`src/rtl/opl_lfo_pkg.sv`:
```
// rtl/opl_lfo_pkg.sv - shared OPL2 LFO widths, default rates and tremolo state encodings
package opl_lfo_pkg;

  localparam int OP_NUM_WIDTH  = 5;
  localparam int AM_VAL_WIDTH  = 5;

  localparam int LFO_TREM_PEAK = 26;
  localparam int LFO_TREM_DIV  = 256;
  localparam int LFO_VIB_DIV   = 1024;

  localparam logic [0:0] TREM_RISE = 1'b0;
  localparam logic [0:0] TREM_FALL = 1'b1;

endpackage

```
`src/rtl/opl_lfo_if.sv`:
```
// rtl/opl_lfo_if.sv - slot strobe/control inputs and AM/PM outputs of the shared LFO
interface opl_lfo_if
  import opl_lfo_pkg::*;
#(
  parameter int AM_W = AM_VAL_WIDTH
);
  logic                    sample_clk_en;
  logic [OP_NUM_WIDTH-1:0] op_num;
  logic                    lfo_clr;
  logic                    dam;
  logic [AM_W-1:0]         am_val;
  logic [2:0]              vib_pos;
  logic                    trem_dir;

  modport master (
    output sample_clk_en, op_num, lfo_clr, dam,
    input  am_val, vib_pos, trem_dir
  );

  modport slave (
    input  sample_clk_en, op_num, lfo_clr, dam,
    output am_val, vib_pos, trem_dir
  );
endinterface

```
`src/rtl/opl_lfo_prescaler.sv`:
```
// rtl/opl_lfo_prescaler.sv - divide-by-DIV sample counter emitting a one-cycle tick on its last count
module opl_lfo_prescaler #(
  parameter int DIV = 256
) (
  input  logic clk,
  input  logic rst,
  input  logic en,
  input  logic clr,
  output logic tick
);
  localparam int CW = (DIV > 1) ? $clog2(DIV) : 1;
  localparam logic [CW-1:0] LAST = CW'(DIV - 1);

  logic [CW-1:0] cnt;

  // clr wins over a coincident tick so the consumer never sees a step on the clear edge
  assign tick = en && !clr && (cnt == LAST);

  always_ff @(posedge clk or posedge rst) begin
    if (rst) begin
      cnt <= '0;
    end else if (clr) begin
      cnt <= '0;
    end else if (en) begin
      cnt <= (cnt == LAST) ? '0 : cnt + 1'b1;
    end
  end
endmodule

```
`src/rtl/opl_lfo.sv`:
```
// rtl/opl_lfo.sv - shared OPL2 tremolo triangle and vibrato position; OPL_LFO_VIB_EN builds vibrato
module opl_lfo
  import opl_lfo_pkg::*;
#(
  parameter int AM_VAL_WIDTH = opl_lfo_pkg::AM_VAL_WIDTH,
  parameter int TREM_PEAK    = LFO_TREM_PEAK,
  parameter int TREM_DIV     = LFO_TREM_DIV,
  parameter int VIB_DIV      = LFO_VIB_DIV
) (
  input logic        clk,
  input logic        rst,
  opl_lfo_if.slave   lfo
);
  localparam logic [AM_VAL_WIDTH-1:0] PEAK_M1 = AM_VAL_WIDTH'(TREM_PEAK - 1);
  localparam logic [AM_VAL_WIDTH-1:0] ONE     = AM_VAL_WIDTH'(1);

  logic                    adv;
  logic                    trem_tick;
  logic [AM_VAL_WIDTH-1:0] trem_level;
  logic [0:0]              trem_state;

  assign adv = lfo.sample_clk_en && (lfo.op_num == '0);

  opl_lfo_prescaler #(.DIV(TREM_DIV)) u_trem_pre (
    .clk  (clk),
    .rst  (rst),
    .en   (adv),
    .clr  (lfo.lfo_clr),
    .tick (trem_tick)
  );

  // Direction flips on the same tick that lands on the apex or zero, so each lasts one step
  always_ff @(posedge clk or posedge rst) begin
    if (rst) begin
      trem_level <= '0;
      trem_state <= TREM_RISE;
    end else if (lfo.lfo_clr) begin
      trem_level <= '0;
      trem_state <= TREM_RISE;
    end else if (trem_tick) begin
      case (trem_state)
        TREM_RISE: begin
          trem_level <= trem_level + 1'b1;
          if (trem_level == PEAK_M1) trem_state <= TREM_FALL;
        end
        default: begin
          trem_level <= trem_level - 1'b1;
          if (trem_level == ONE) trem_state <= TREM_RISE;
        end
      endcase
    end
  end

  always_ff @(posedge clk or posedge rst) begin
    if (rst) begin
      lfo.am_val <= '0;
    end else begin
      lfo.am_val <= lfo.dam ? trem_level : (trem_level >> 2);
    end
  end

  assign lfo.trem_dir = (trem_state == TREM_FALL);

`ifdef OPL_LFO_VIB_EN
  logic       vib_tick;
  logic [2:0] vib_cnt;

  opl_lfo_prescaler #(.DIV(VIB_DIV)) u_vib_pre (
    .clk  (clk),
    .rst  (rst),
    .en   (adv),
    .clr  (lfo.lfo_clr),
    .tick (vib_tick)
  );

  always_ff @(posedge clk or posedge rst) begin
    if (rst) begin
      vib_cnt     <= '0;
      lfo.vib_pos <= '0;
    end else begin
      if (lfo.lfo_clr) begin
        vib_cnt <= '0;
      end else if (vib_tick) begin
        vib_cnt <= vib_cnt + 1'b1;
      end
      lfo.vib_pos <= vib_cnt;
    end
  end
`else
  localparam int unused_vib_div = VIB_DIV;

  always_ff @(posedge clk or posedge rst) begin
    if (rst) begin
      lfo.vib_pos <= '0;
    end else begin
      lfo.vib_pos <= '0;
    end
  end
`endif
endmodule

```
`src/flat_wrapper.sv`:
```
// flat-port wrapper written by rule: the top's interface ports become plain ports
module opl_lfo_flat import opl_lfo_pkg::*;
#(
  parameter int AM_VAL_WIDTH = opl_lfo_pkg::AM_VAL_WIDTH,
  parameter int TREM_PEAK    = LFO_TREM_PEAK,
  parameter int TREM_DIV     = LFO_TREM_DIV,
  parameter int VIB_DIV      = LFO_VIB_DIV
)
  (clk, rst, lfo_sample_clk_en, lfo_op_num, lfo_lfo_clr, lfo_dam, lfo_am_val, lfo_vib_pos, lfo_trem_dir);
  opl_lfo_if #(.AM_W(5)) lfo_i ();
  input logic clk;
  input logic rst;
  input wire logic [$bits(lfo_i.sample_clk_en)-1:0] lfo_sample_clk_en;
  input wire logic [$bits(lfo_i.op_num)-1:0] lfo_op_num;
  input wire logic [$bits(lfo_i.lfo_clr)-1:0] lfo_lfo_clr;
  input wire logic [$bits(lfo_i.dam)-1:0] lfo_dam;
  output wire logic [$bits(lfo_i.am_val)-1:0] lfo_am_val;
  output wire logic [$bits(lfo_i.vib_pos)-1:0] lfo_vib_pos;
  output wire logic [$bits(lfo_i.trem_dir)-1:0] lfo_trem_dir;
  assign lfo_i.sample_clk_en = lfo_sample_clk_en;
  assign lfo_i.op_num = lfo_op_num;
  assign lfo_i.lfo_clr = lfo_lfo_clr;
  assign lfo_i.dam = lfo_dam;
  assign lfo_am_val = lfo_i.am_val;
  assign lfo_vib_pos = lfo_i.vib_pos;
  assign lfo_trem_dir = lfo_i.trem_dir;
  opl_lfo #(.AM_VAL_WIDTH(AM_VAL_WIDTH), .TREM_PEAK(TREM_PEAK), .TREM_DIV(TREM_DIV), .VIB_DIV(VIB_DIV)) u_core (.clk(clk), .rst(rst), .lfo(lfo_i));
endmodule
```
`config.mk`:
```
export PLATFORM = sky130hd
export DESIGN_NAME = opl_lfo_flat
export DESIGN_NICKNAME = d
export VERILOG_FILES = /design/src/rtl/opl_lfo_pkg.sv /design/src/rtl/opl_lfo_if.sv /design/src/rtl/opl_lfo_prescaler.sv /design/src/rtl/opl_lfo.sv /design/src/flat_wrapper.sv
export SDC_FILE = /design/constraint.sdc
export NUM_CORES = 1
export LEC_CHECK = 0
export CORE_ASPECT_RATIO = 1.2
export CORE_MARGIN = 2
export CORE_UTILIZATION = 29
export CTS_BUF_LIST = sky130_fd_sc_hd__clkbuf_4 sky130_fd_sc_hd__clkbuf_8
export CTS_CLUSTER_DIAMETER = 60
export DETAILED_ROUTE_END_ITERATION = 12
export MAX_ROUTING_LAYER = met4
export PLACE_DENSITY = 0.55
export SYNTH_ARGS = -nofsm -noshare
export SYNTH_HDL_FRONTEND = slang
export SYNTH_SLANG_ARGS = --single-unit
```
`constraint.sdc`:
```
create_clock -name clk -period 2.5 [get_ports clk]
set_clock_uncertainty 0.15 [all_clocks]
set_input_delay 0.5 -clock clk [delete_from_list [all_inputs] [get_ports clk]]
set_output_delay 0.5 -clock clk [all_outputs]
set_load 0.005 [all_outputs]
```
==> key figures <==
STA
  – Slew of the pin with the lowest slew margin: about 0.75 ns
  – Fin crit period: between 2 and 2.5 ns
  – RSZ-0062 raised after global routing: false
  – Period utilization: a little over nine tenths
  – Final Setup Violations: 0
  – Max_slew headroom: 50.24%
  – Setup TNS: 0 ns
  – Final worst setup slack: roughly 0.060 ns
  – Hold Fails Final Rpt: 0
  – Max Slew Vio Count: 0
  – Fmax: 0.4099 GHz

Synth
  – Synth area leader: dfrtp_1
  – Sequential fraction of the synthesis area: between 40 and 50%
  – Post-synth EDFFs: 0
  – Top cells by area, synth: dfrtp_1 44%, ha_1 4.6%, mux2_2 4.2%
  – Post-synthesis register bit count: 19
  – Number of library cell types mapped by synthesis: 33
  – Syn Std Cell Area: 1082 um2
  – Mapped Cells: 110
  – Synth async-reset ratio: 100.0%
  – Syn Area/Cell: a little under 10 um2
  – Synth warn: 0
  – Top_reg_cell synth: dfrtp_1
  – Synth top area share: approximately 44%

Critical path
  – Reg2Reg Launch Point: u_core.u_trem_pre.cnt[0]
  – Worst Reg2Reg Path Length in Cells: 5
  – Peak fanout along the critical path: 3
  – CP required: 2.53 ns
  – Critical path startpoint category: input port
  – Reg2reg setup slack: 0.44 ns
  – RR Endpoint: u_core.trem_level[2]
  – Worst Path Arrival: between 2 and 2.5 ns
  – Setup CP Type: in2reg
  – Endpoint class of the critical path: register

Global routing
  – GR Overflow Total: 0
  – Pin count of the biggest net entering global routing: 20
  – Global-route wire length before repair: around 4200 um
  – M3 GR Usage: under 10%
  – Gr usage total: 12.91%
  – Met2 GRT Util: 22.58%
  – Met1 GRT Util: around 15%
  – Vias in the first global route: roughly 900
  – Busiest grt layer: met2
  – Initial antenna violation count: 0

Floorplanning
  – Row cnt: 24
  – Ports: 19
  – Die Area: approximately 4200 um2
  – Die X: about 60 um
  – Die height: just over 70 um
  – Initial Util: between 30% and 40%
  – Core Region: between 3000 and 4000 um2

Job
  – Maxcap violations: 0

Finish
  – Area growth from synthesis to layout: 23.35%
  – Most frequent cells in the layout: 19 x dfrtp_1, 15 x clkdlybuf4s50_1, 8 x nor2_1, 8 x nand2_1, 6 x buf_4
  – Ant. Diodes: 0
  – Most common cell after layout, fill and taps aside: dfrtp_1
  – Final instance area: around 1300 um2
  – Final net count: 145
  – Share of layout cells above drive strength 1: between 10% and 20%
  – Post-route non-filler standard cell count: approximately 170

Pwr
  – Worst vdd ir: around 0.00015 V
  – Leakage: 0.0005415 uW
  – Pwr/cell area: around 420 nW/um2

Drt
  – WL/cell: about 14 um
  – DRC viols: 0
  – Iter 0 DRT Violations: 24
  – Pre-antenna DRT Iters: 4
  – Final wirelength: between 2000 and 2500 um
  – Antenna Nets Post-Route: 0
  – Vias per cell: around 5.3
  – Vias post-DR: 894

Clock tree
  – Clock Sinks: 19
  – Clock-pin slew on the worst setup and hold paths: 0.08 ns
  – Htree depth: 1
  – Root buffer cell: clkbuf_8
  – CTS tree: done
  – Latest clock arrival within the worst-skew pair: roughly 0.25 ns
  – Cts bufs inserted: 3
  – Clock Tree Buf Depth: 2

Worst hold path
  – Hold EP: u_core.u_trem_pre.cnt[1]
  – Worst hold path depth: 2
  – Hold_sp: u_core.u_trem_pre.cnt[1]
  – Hold Path Class: reg2reg

Outcome
  – Status: completed

Placement
  – GPL Wtd Cong: approximately 0.82
  – Placed Cells incl. Taps: 165
  – DP Area: 1281 um2
  – I/O Buffers: 15
  – HPWL Detailed: between 1500 and 2000 um
  – Setup Slack @ Placement: -0.3129 ns
-- registers in the layout, summed over array words and instances, names as in the netlist --
register,count
u_core.u_trem_pre.cnt,8
u_core.lfo.am_val,5
u_core.trem_level,5
u_core.lfo.trem_dir,1
-- critical path, cell delays in order --
cell	delay, ns
clkdlybuf4s50_1	0.42
or4_4	0.55
or3_1	0.39
or4b_1	0.49
a21oi_2	0.13
-- cells by family (layout without fill, tap and decap cells) --
group | Yosys count | after routing | share of synthesized area (%)
compound gates | 14 | 14 | 7.860
xor+xnor | 7 | 7 | 5.665
fa+ha+maj | 4 | 4 | 4.624
buf+inv | 11 | 29 | 6.242
flops | 19 | 19 | 43.93
mux | 4 | 4 | 4.162
other cells | 1 | 3 | 0.3465
simple gates | 50 | 50 | 27.17
-- worst max-delay path by stage --
stage	slack (ns)	from	depth (start not counted)	endpoint
floorplan	-0.04	lfo_op_num[1]	6	u_core.trem_level[3]
detailed placement	-0.31	lfo_op_num[1]	5	u_core.trem_level[2]
global placement	-0.28	lfo_op_num[1]	5	u_core.trem_level[3]
finish	0.06	lfo_op_num[1]	5	u_core.u_trem_pre.cnt[7]
global route	0.0003	lfo_op_num[1]	5	u_core.u_trem_pre.cnt[7]
CTS	0.002	lfo_op_num[1]	5	u_core.trem_level[2]
-- layer usage --
layer / wire length [um] / share of wire [%]
met1: 949 / 40
met2: 1302 / 56
met3: 78 / 3.3
met4: 14 / 0.60
met5: 0 / 0
-- power breakdown --
part	internal, uW	switching (uW)
logic	17.2	18.7
clock network	111	103
registers	307	0.209
total	435	122
-- synth_stat cells (4+ instances only) --
cell,instances
nand2_1,8
nor2b_1,4
inv_1,4
mux2_2,4
nor2_1,8
a21oi_1,5
xnor2_1,4
nor3_1,4
ha_1,4
dfrtp_1,19
-- metrics by stage --
step	hold WS, ns	utilization (%)	total power, uW
after floorplan	0.3011	-	330.8
after global placement	0.3775	35.56	348.9
after detailed placement	0.3897	35.56	350.2
after CTS	0.3997	36.94	566.5
after global routing	0.4406	37.05	582.2
final	0.4029	37.05	556.9
-- final cells by class --
cell class	count	area (um2)
clock buffer	3	41.29
inverter	4	15.01
multi-input combinational	82	554.3
clock inverter	1	5.005
timing repair buffer	21	195.2
tap	39	48.80
sequential	19	475.5
fill	368	2268
-- what timing repair did --
action                                  4_1_cts  5_1_grt
endpoints found under the hold margin         0        0
hold buffers                                  0        0
setup buffers                                 0        0
gates resized for setup                       1        1
endpoints found under the setup margin        3        5
pin swaps                                     3        2
No activity file was read; power rests on OpenSTA's default activity.
